**src/rtl/online_div_scheduler.sv**
```systemverilog
// Round-robin scheduler that shares one digit-serial online divider between two requesters.
// One operation: clear divider, stream DIGITS operand pairs, drain ONLINE_DELAY cycles, return quotient.
module online_div_scheduler #(
   parameter int DIGITS       = 64,
   parameter int ONLINE_DELAY = 3,
   parameter int CNT_WIDTH    = 11
) (
   input  logic       clk,
   input  logic       asyn_reset,
   input  logic [1:0] req,
   output logic [1:0] gnt,
   input  logic [1:0] x_a,
   input  logic [1:0] d_a,
   input  logic [1:0] x_b,
   input  logic [1:0] d_b,
   output logic       dig_rd,
   output logic [1:0] div_x,
   output logic [1:0] div_d,
   output logic       div_enable_all,
   output logic       div_reset,
   input  logic [1:0] div_q,
   output logic [1:0] q_out,
   output logic       q_valid,
   output logic       q_last,
   output logic       busy,
   output logic       err
);

   typedef enum logic [2:0] {
      IDLE  = 3'd0,
      CLEAR = 3'd1,
      FEED  = 3'd2,
      DRAIN = 3'd3,
      DONE  = 3'd4
   } state_t;

   localparam logic [CNT_WIDTH-1:0] FEED_LAST     = CNT_WIDTH'(DIGITS - 1);
   localparam logic [CNT_WIDTH-1:0] DRAIN_LAST    = CNT_WIDTH'(DIGITS + ONLINE_DELAY - 1);
   localparam logic [CNT_WIDTH-1:0] CAPTURE_FIRST = CNT_WIDTH'(ONLINE_DELAY);

   function automatic logic digit_illegal(input logic [1:0] dig);
      return (dig == 2'b11);
   endfunction

   function automatic logic [1:0] digit_clean(input logic [1:0] dig);
      return (dig == 2'b11) ? 2'b00 : dig;
   endfunction

   state_t               state_r;
   state_t               next_state_s;
   logic [CNT_WIDTH-1:0] cnt_r;
   logic                 winner_r;
   logic                 rr_ptr_r;
   logic                 pick_s;
   logic                 next_winner_s;
   logic [1:0]           sel_x_s;
   logic [1:0]           sel_d_s;
   logic [1:0]           div_x_s;
   logic [1:0]           div_d_s;
   logic                 illegal_s;
   logic                 capture_s;

   logic [1:0] gnt_nx_s;
   logic       busy_nx_s;
   logic       div_reset_nx_s;
   logic       div_enable_all_nx_s;
   logic       dig_rd_nx_s;

   logic [1:0] gnt_r;
   logic       busy_r;
   logic       div_reset_r;
   logic       div_enable_all_r;
   logic       dig_rd_r;
   logic [1:0] q_out_r;
   logic       q_valid_r;
   logic       q_last_r;
   logic       err_r;

   // Arbitration: a lone request wins outright, a tie goes to the rr pointer side.
   always_comb begin
      pick_s = 1'b0;
      case (req)
         2'b01:   pick_s = 1'b0;
         2'b10:   pick_s = 1'b1;
         2'b11:   pick_s = rr_ptr_r;
         default: pick_s = 1'b0;
      endcase
   end

   always_comb begin
      if ((state_r == IDLE) && (req != 2'b00)) begin
         next_winner_s = pick_s;
      end else begin
         next_winner_s = winner_r;
      end
   end

   // State register.
   always_ff @(posedge clk) begin
      if (asyn_reset) begin
         state_r <= IDLE;
      end else begin
         state_r <= next_state_s;
      end
   end

   // Next-state logic.
   always_comb begin
      next_state_s = state_r;
      case (state_r)
         IDLE: begin
            if (req != 2'b00) begin
               next_state_s = CLEAR;
            end else begin
               next_state_s = IDLE;
            end
         end
         CLEAR: next_state_s = FEED;
         FEED: begin
            if (cnt_r == FEED_LAST) begin
               next_state_s = (ONLINE_DELAY > 0) ? DRAIN : DONE;
            end else begin
               next_state_s = FEED;
            end
         end
         DRAIN: begin
            if (cnt_r == DRAIN_LAST) begin
               next_state_s = DONE;
            end else begin
               next_state_s = DRAIN;
            end
         end
         DONE:    next_state_s = IDLE;
         default: next_state_s = IDLE;
      endcase
   end

   // Output decode from the upcoming state so the control outputs leave a register.
   always_comb begin
      gnt_nx_s            = 2'b00;
      busy_nx_s           = 1'b0;
      div_reset_nx_s      = 1'b0;
      div_enable_all_nx_s = 1'b0;
      dig_rd_nx_s         = 1'b0;
      case (next_state_s)
         IDLE: begin
            gnt_nx_s  = 2'b00;
            busy_nx_s = 1'b0;
         end
         CLEAR: begin
            gnt_nx_s       = next_winner_s ? 2'b10 : 2'b01;
            busy_nx_s      = 1'b1;
            div_reset_nx_s = 1'b1;
         end
         FEED: begin
            gnt_nx_s            = next_winner_s ? 2'b10 : 2'b01;
            busy_nx_s           = 1'b1;
            div_enable_all_nx_s = 1'b1;
            dig_rd_nx_s         = 1'b1;
         end
         DRAIN: begin
            gnt_nx_s            = next_winner_s ? 2'b10 : 2'b01;
            busy_nx_s           = 1'b1;
            div_enable_all_nx_s = 1'b1;
         end
         DONE: begin
            busy_nx_s = 1'b1;
         end
         default: begin
            gnt_nx_s  = 2'b00;
            busy_nx_s = 1'b0;
         end
      endcase
   end

   // Control registers: grant, pointer, digit counter and registered control outputs.
   always_ff @(posedge clk) begin
      if (asyn_reset) begin
         winner_r         <= 1'b0;
         rr_ptr_r         <= 1'b0;
         cnt_r            <= {CNT_WIDTH{1'b0}};
         gnt_r            <= 2'b00;
         busy_r           <= 1'b0;
         div_reset_r      <= 1'b0;
         div_enable_all_r <= 1'b0;
         dig_rd_r         <= 1'b0;
      end else begin
         winner_r         <= next_winner_s;
         gnt_r            <= gnt_nx_s;
         busy_r           <= busy_nx_s;
         div_reset_r      <= div_reset_nx_s;
         div_enable_all_r <= div_enable_all_nx_s;
         dig_rd_r         <= dig_rd_nx_s;
         if (state_r == DONE) begin
            rr_ptr_r <= ~winner_r;
         end else begin
            rr_ptr_r <= rr_ptr_r;
         end
         case (state_r)
            CLEAR:       cnt_r <= {CNT_WIDTH{1'b0}};
            FEED, DRAIN: cnt_r <= cnt_r + CNT_WIDTH'(1);
            default:     cnt_r <= cnt_r;
         endcase
      end
   end

   // Operand path: granted requester's digits during FEED, zeros otherwise.
   always_comb begin
      sel_x_s = winner_r ? x_b : x_a;
      sel_d_s = winner_r ? d_b : d_a;
      if (state_r == FEED) begin
         div_x_s   = digit_clean(sel_x_s);
         div_d_s   = digit_clean(sel_d_s);
         illegal_s = digit_illegal(sel_x_s) | digit_illegal(sel_d_s);
      end else begin
         div_x_s   = 2'b00;
         div_d_s   = 2'b00;
         illegal_s = 1'b0;
      end
   end

   // Sticky illegal-digit flag, scoped to one operation.
   always_ff @(posedge clk) begin
      if (asyn_reset) begin
         err_r <= 1'b0;
      end else if (state_r == CLEAR) begin
         err_r <= 1'b0;
      end else if (illegal_s) begin
         err_r <= 1'b1;
      end else begin
         err_r <= err_r;
      end
   end

   // Digits produced before the online delay has elapsed carry no information.
   always_comb begin
      if ((state_r == FEED) || (state_r == DRAIN)) begin
         capture_s = (cnt_r >= CAPTURE_FIRST);
      end else begin
         capture_s = 1'b0;
      end
   end

   // Quotient return register.
   always_ff @(posedge clk) begin
      if (asyn_reset) begin
         q_out_r   <= 2'b00;
         q_valid_r <= 1'b0;
         q_last_r  <= 1'b0;
      end else if (capture_s) begin
         q_out_r   <= div_q;
         q_valid_r <= 1'b1;
         q_last_r  <= (cnt_r == DRAIN_LAST);
      end else begin
         q_out_r   <= 2'b00;
         q_valid_r <= 1'b0;
         q_last_r  <= 1'b0;
      end
   end

   assign gnt            = gnt_r;
   assign busy           = busy_r;
   assign div_reset      = div_reset_r;
   assign div_enable_all = div_enable_all_r;
   assign dig_rd         = dig_rd_r;
   assign div_x          = div_x_s;
   assign div_d          = div_d_s;
   assign q_out          = q_out_r;
   assign q_valid        = q_valid_r;
   assign q_last         = q_last_r;
   assign err            = err_r;

endmodule

```
**config.mk**
```make
export PLATFORM = sky130hd
export DESIGN_NAME = online_div_scheduler
export DESIGN_NICKNAME = d
export VERILOG_FILES = /design/src/rtl/online_div_scheduler.sv
export SDC_FILE = /design/constraint.sdc
export NUM_CORES = 1
export LEC_CHECK = 0
export ABC_AREA = 1
export ABC_CLOCK_PERIOD_IN_PS = 2800
export CORE_MARGIN = 1
export CORE_UTILIZATION = 38
export DETAILED_ROUTE_END_ITERATION = 16
export DONT_BUFFER_PORTS = 1
export HOLD_SLACK_MARGIN = 0.15
export PLACE_DENSITY = 0.48
export SLEW_MARGIN = 40
export SYNTH_ARGS = -nofsm -noshare
export SYNTH_HDL_FRONTEND = slang
export SYNTH_SLANG_ARGS = --single-unit
```
**constraint.sdc**
```tcl
create_clock -name clk -period 2.8 [get_ports clk]
set_input_delay 0.28 -clock clk [delete_from_list [all_inputs] [get_ports clk]]
set_output_delay 0.28 -clock clk [all_outputs]
set_load 0.05 [all_outputs]
```
==> metrics.md <==
| Metric | Value |
|---|---|
| Final Non-Filler Cells | `260` |
| # rows | `21` |
| Sequential fraction of the synthesis area | `0.3881` |
| DR WL/cell | `between 10 and 15 um` |
| Largest area contributor in the netlist | `dfxtp_1` |
| Layout net count | `between 200 and 250` |
| Clock skew | `2.151 ps` |
| Overall routed net length | `about 3.2 mm` |
| CORE AREA | `about 3400 sq um` |
| Port bufs | `0` |
| Vias in the first global route | `1209` |
| Max clock buf depth | `2` |
| Avg Cell Area, Syn | `6.727 sq um` |
| Post-Syn Area | `1393 sq um` |
| Die width | `around 63 um` |
| First-pass GRT wire length | `5.388 mm` |
| Pre-antenna DRT Iters | `4` |
| GP Congestion | `0.7945` |
| Ys Warns | `0` |
| Layout fillers | `365` |
| CP Data Arrival Time | `around 1900 ps` |
| Syn nets | `about 220` |
| Initial DRC Count | `33` |
| Finish-stage setup viols | `0` |
| Rel. slew slack | `0.4514` |
| Setup bufs post-CTS | `0` |
| Top cell type's share of synthesized area | `0.3881` |
| Crit path launch type | `flop` |
| Crit Path Category | `reg2out` |
| Via total after detailed routing | `1281` |
| I/O pin count | `29` |
| Clk_lat worst skew | `around 330 ps` |
| Async set or reset register ratio after synthesis | `0` |
| Post-synth top flop | `dfxtp_1` |
| Worst min path class | `in2reg` |
| Util after Layout | `0.4454` |
| Period utilisation layout | `0.7658` |
| RSZ-0062 raised after global routing | `false` |
| Post-synth EDFFs | `0` |
| GRT Util Overall | `0.1717` |
| Synth top area cells | `dfxtp_1 39%, nand2_1 16%, inv_1 7.0%` |
| Fin Setup TNS | `0 ps` |
| Post-DP HPWL | `2.403 mm` |
| DRC | `0` |
| Outcome | `completed` |
| Initial antenna violation count | `0` |
| Post-synth cell types | `26` |
| P&R area growth vs syn | `9.254%` |
| Seq cells post-synth | `27` |
| Tmin final | `2144 ps` |
| Clock tree sinks | `27` |
| Count leader, synth | `nand2_1` |
| Cells after DPL | `253` |
| H-tree depth | `1` |
| Post-Synthesis Cells | `around 210` |
| Vias/cell | `4.927` |
| Worst vdd ir | `~330 uV` |
| Leakage power | `0.6770 nW` |
| Tot Pwr | `0.7607 mW` |
| Max Slew Vio Count | `0` |
| Worst-margin pin slew | `819.3 ps` |
| Clk slew on worst S/H paths | `roughly 150 ps` |
| Worst-path maximum fanout | `5` |
| Power per Cell Area | `500.0 nW/um^2` |
| Fmax | `466.4 MHz` |
| Cts bufs inserted | `3` |
| Die area | `3911 sq um` |
| Post-synth top cells | `59 x nand2_1, 27 x dfxtp_1, 26 x inv_1` |
| Final Hold Vio Count | `0` |
| Root Buffer | `clkbuf_4` |
| Largest net degree at the start of global routing | `17` |
| Layout cells sized above 1 | `0.1355` |
| Die Span Y | `roughly 63 um` |
| Required time of the worst setup path | `approximately 2500 ps` |
| WHS | `213.7 ps` |
| Total grt overflow | `0` |
| Max Cap Violations | `0` |
| CTS tree | `done` |
| Worst Setup End Kind | `output port` |
| Initial core utilization | `0.4077` |
| Routed Antenna Nets | `0` |
| Ant diodes | `0` |
==> worst max-delay path: stages (launching register included) <==
cell     delay, ps
dfxtp_1        380
inv_2          110
nand2_1        110
nor2_4         140
inv_1          100
nor3b_2        680
==> per-layer routing <==
layer | wire length, um | GRT usage | up-vias
li1 | - | - | 670
met1 | 1420 | 0.1987 | 582
met2 | 1604 | 0.3193 | 27
met3 | 113 | 0.03832 | 2
met4 | 20 | 0.03488 | 0
met5 | 0 | 0 | -
==> cell type report <==
class                   instances  area [sq um]  share of cell area
multi-input cells             146         724.4              0.4762
inverters                      31         116.4             0.07648
clock buffers                   3         22.52             0.01480
repair buffers                  6         52.55             0.03454
clock inverters                 1         7.507            0.004934
flip-flops and latches         27         540.5              0.3553
well taps                      46         57.56             0.03783
==> path summary, 6_finish.rpt <==
kind                    from   endpoint  slack (ps)  cells past startpoint
setup / recovery  state_r[2]   div_x[1]         660                      5
hold reg to reg    cnt_r[10]  cnt_r[10]         500                      2
hold / removal        req[0]  div_reset         210                      2
setup reg to reg    cnt_r[0]   cnt_r[8]        1290                      6
==> timing repair <==
item | 4_1_cts | 5_1_grt
hold buffers | 3 | 0
gates resized for setup | 0 | 0
hold endpoints to repair | 13 | 0
==> layout by cell type, fill, tap and decap left out, types with 2 or more instances in the layout <==
master / synthesis / routed
clkbuf_4: 0 / 3
ha_1: 2 / 2
nand2_2: 3 / 3
dfxtp_1: 27 / 27
nand3_1: 14 / 14
a21oi_1: 12 / 12
nor2_2: 6 / 6
nor2_4: 2 / 2
nor2_1: 22 / 22
dlygate4sd3_1: 0 / 3
inv_1: 26 / 26
nand2_1: 59 / 59
o21ai_0: 9 / 9
o21bai_1: 3 / 3
buf_4: 1 / 3
inv_2: 5 / 5
nand4_1: 5 / 5
==> sequential cells by signal (all words and copies together), names as in the netlist, 2 cells and up <==
| name | cells |
|---|---|
| gnt | 2 |
| cnt_r | 11 |
| q_out | 2 |
| state_r | 3 |
==> kinds of logic after synthesis <==
logic type                 Yosys count  share of synthesized area
AOI/OAI and AO/OA                   29                     0.1222
adders and majority gates            2                    0.01797
buffers and inverters               34                    0.09523
DFF                                 27                     0.3881
and+or+nand+nor                    115                     0.3765
==> metrics by stage <==
step	setup slack, ps	area (sq um)
2_1_floorplan	641.2	1393
3_3_place_gp	1059	1461
3_5_place_dp	1038	1461
4_1_cts	642.2	1521
5_1_grt	543.1	1521
6_report	655.8	1521
==> power by group <==
group	internal [mW]	switching, mW
Clock	0.0548	0.123
Combinational	0.0382	0.0863
Sequential	0.403	0.0556
Note: power is estimated with default switching activity, not from simulation.
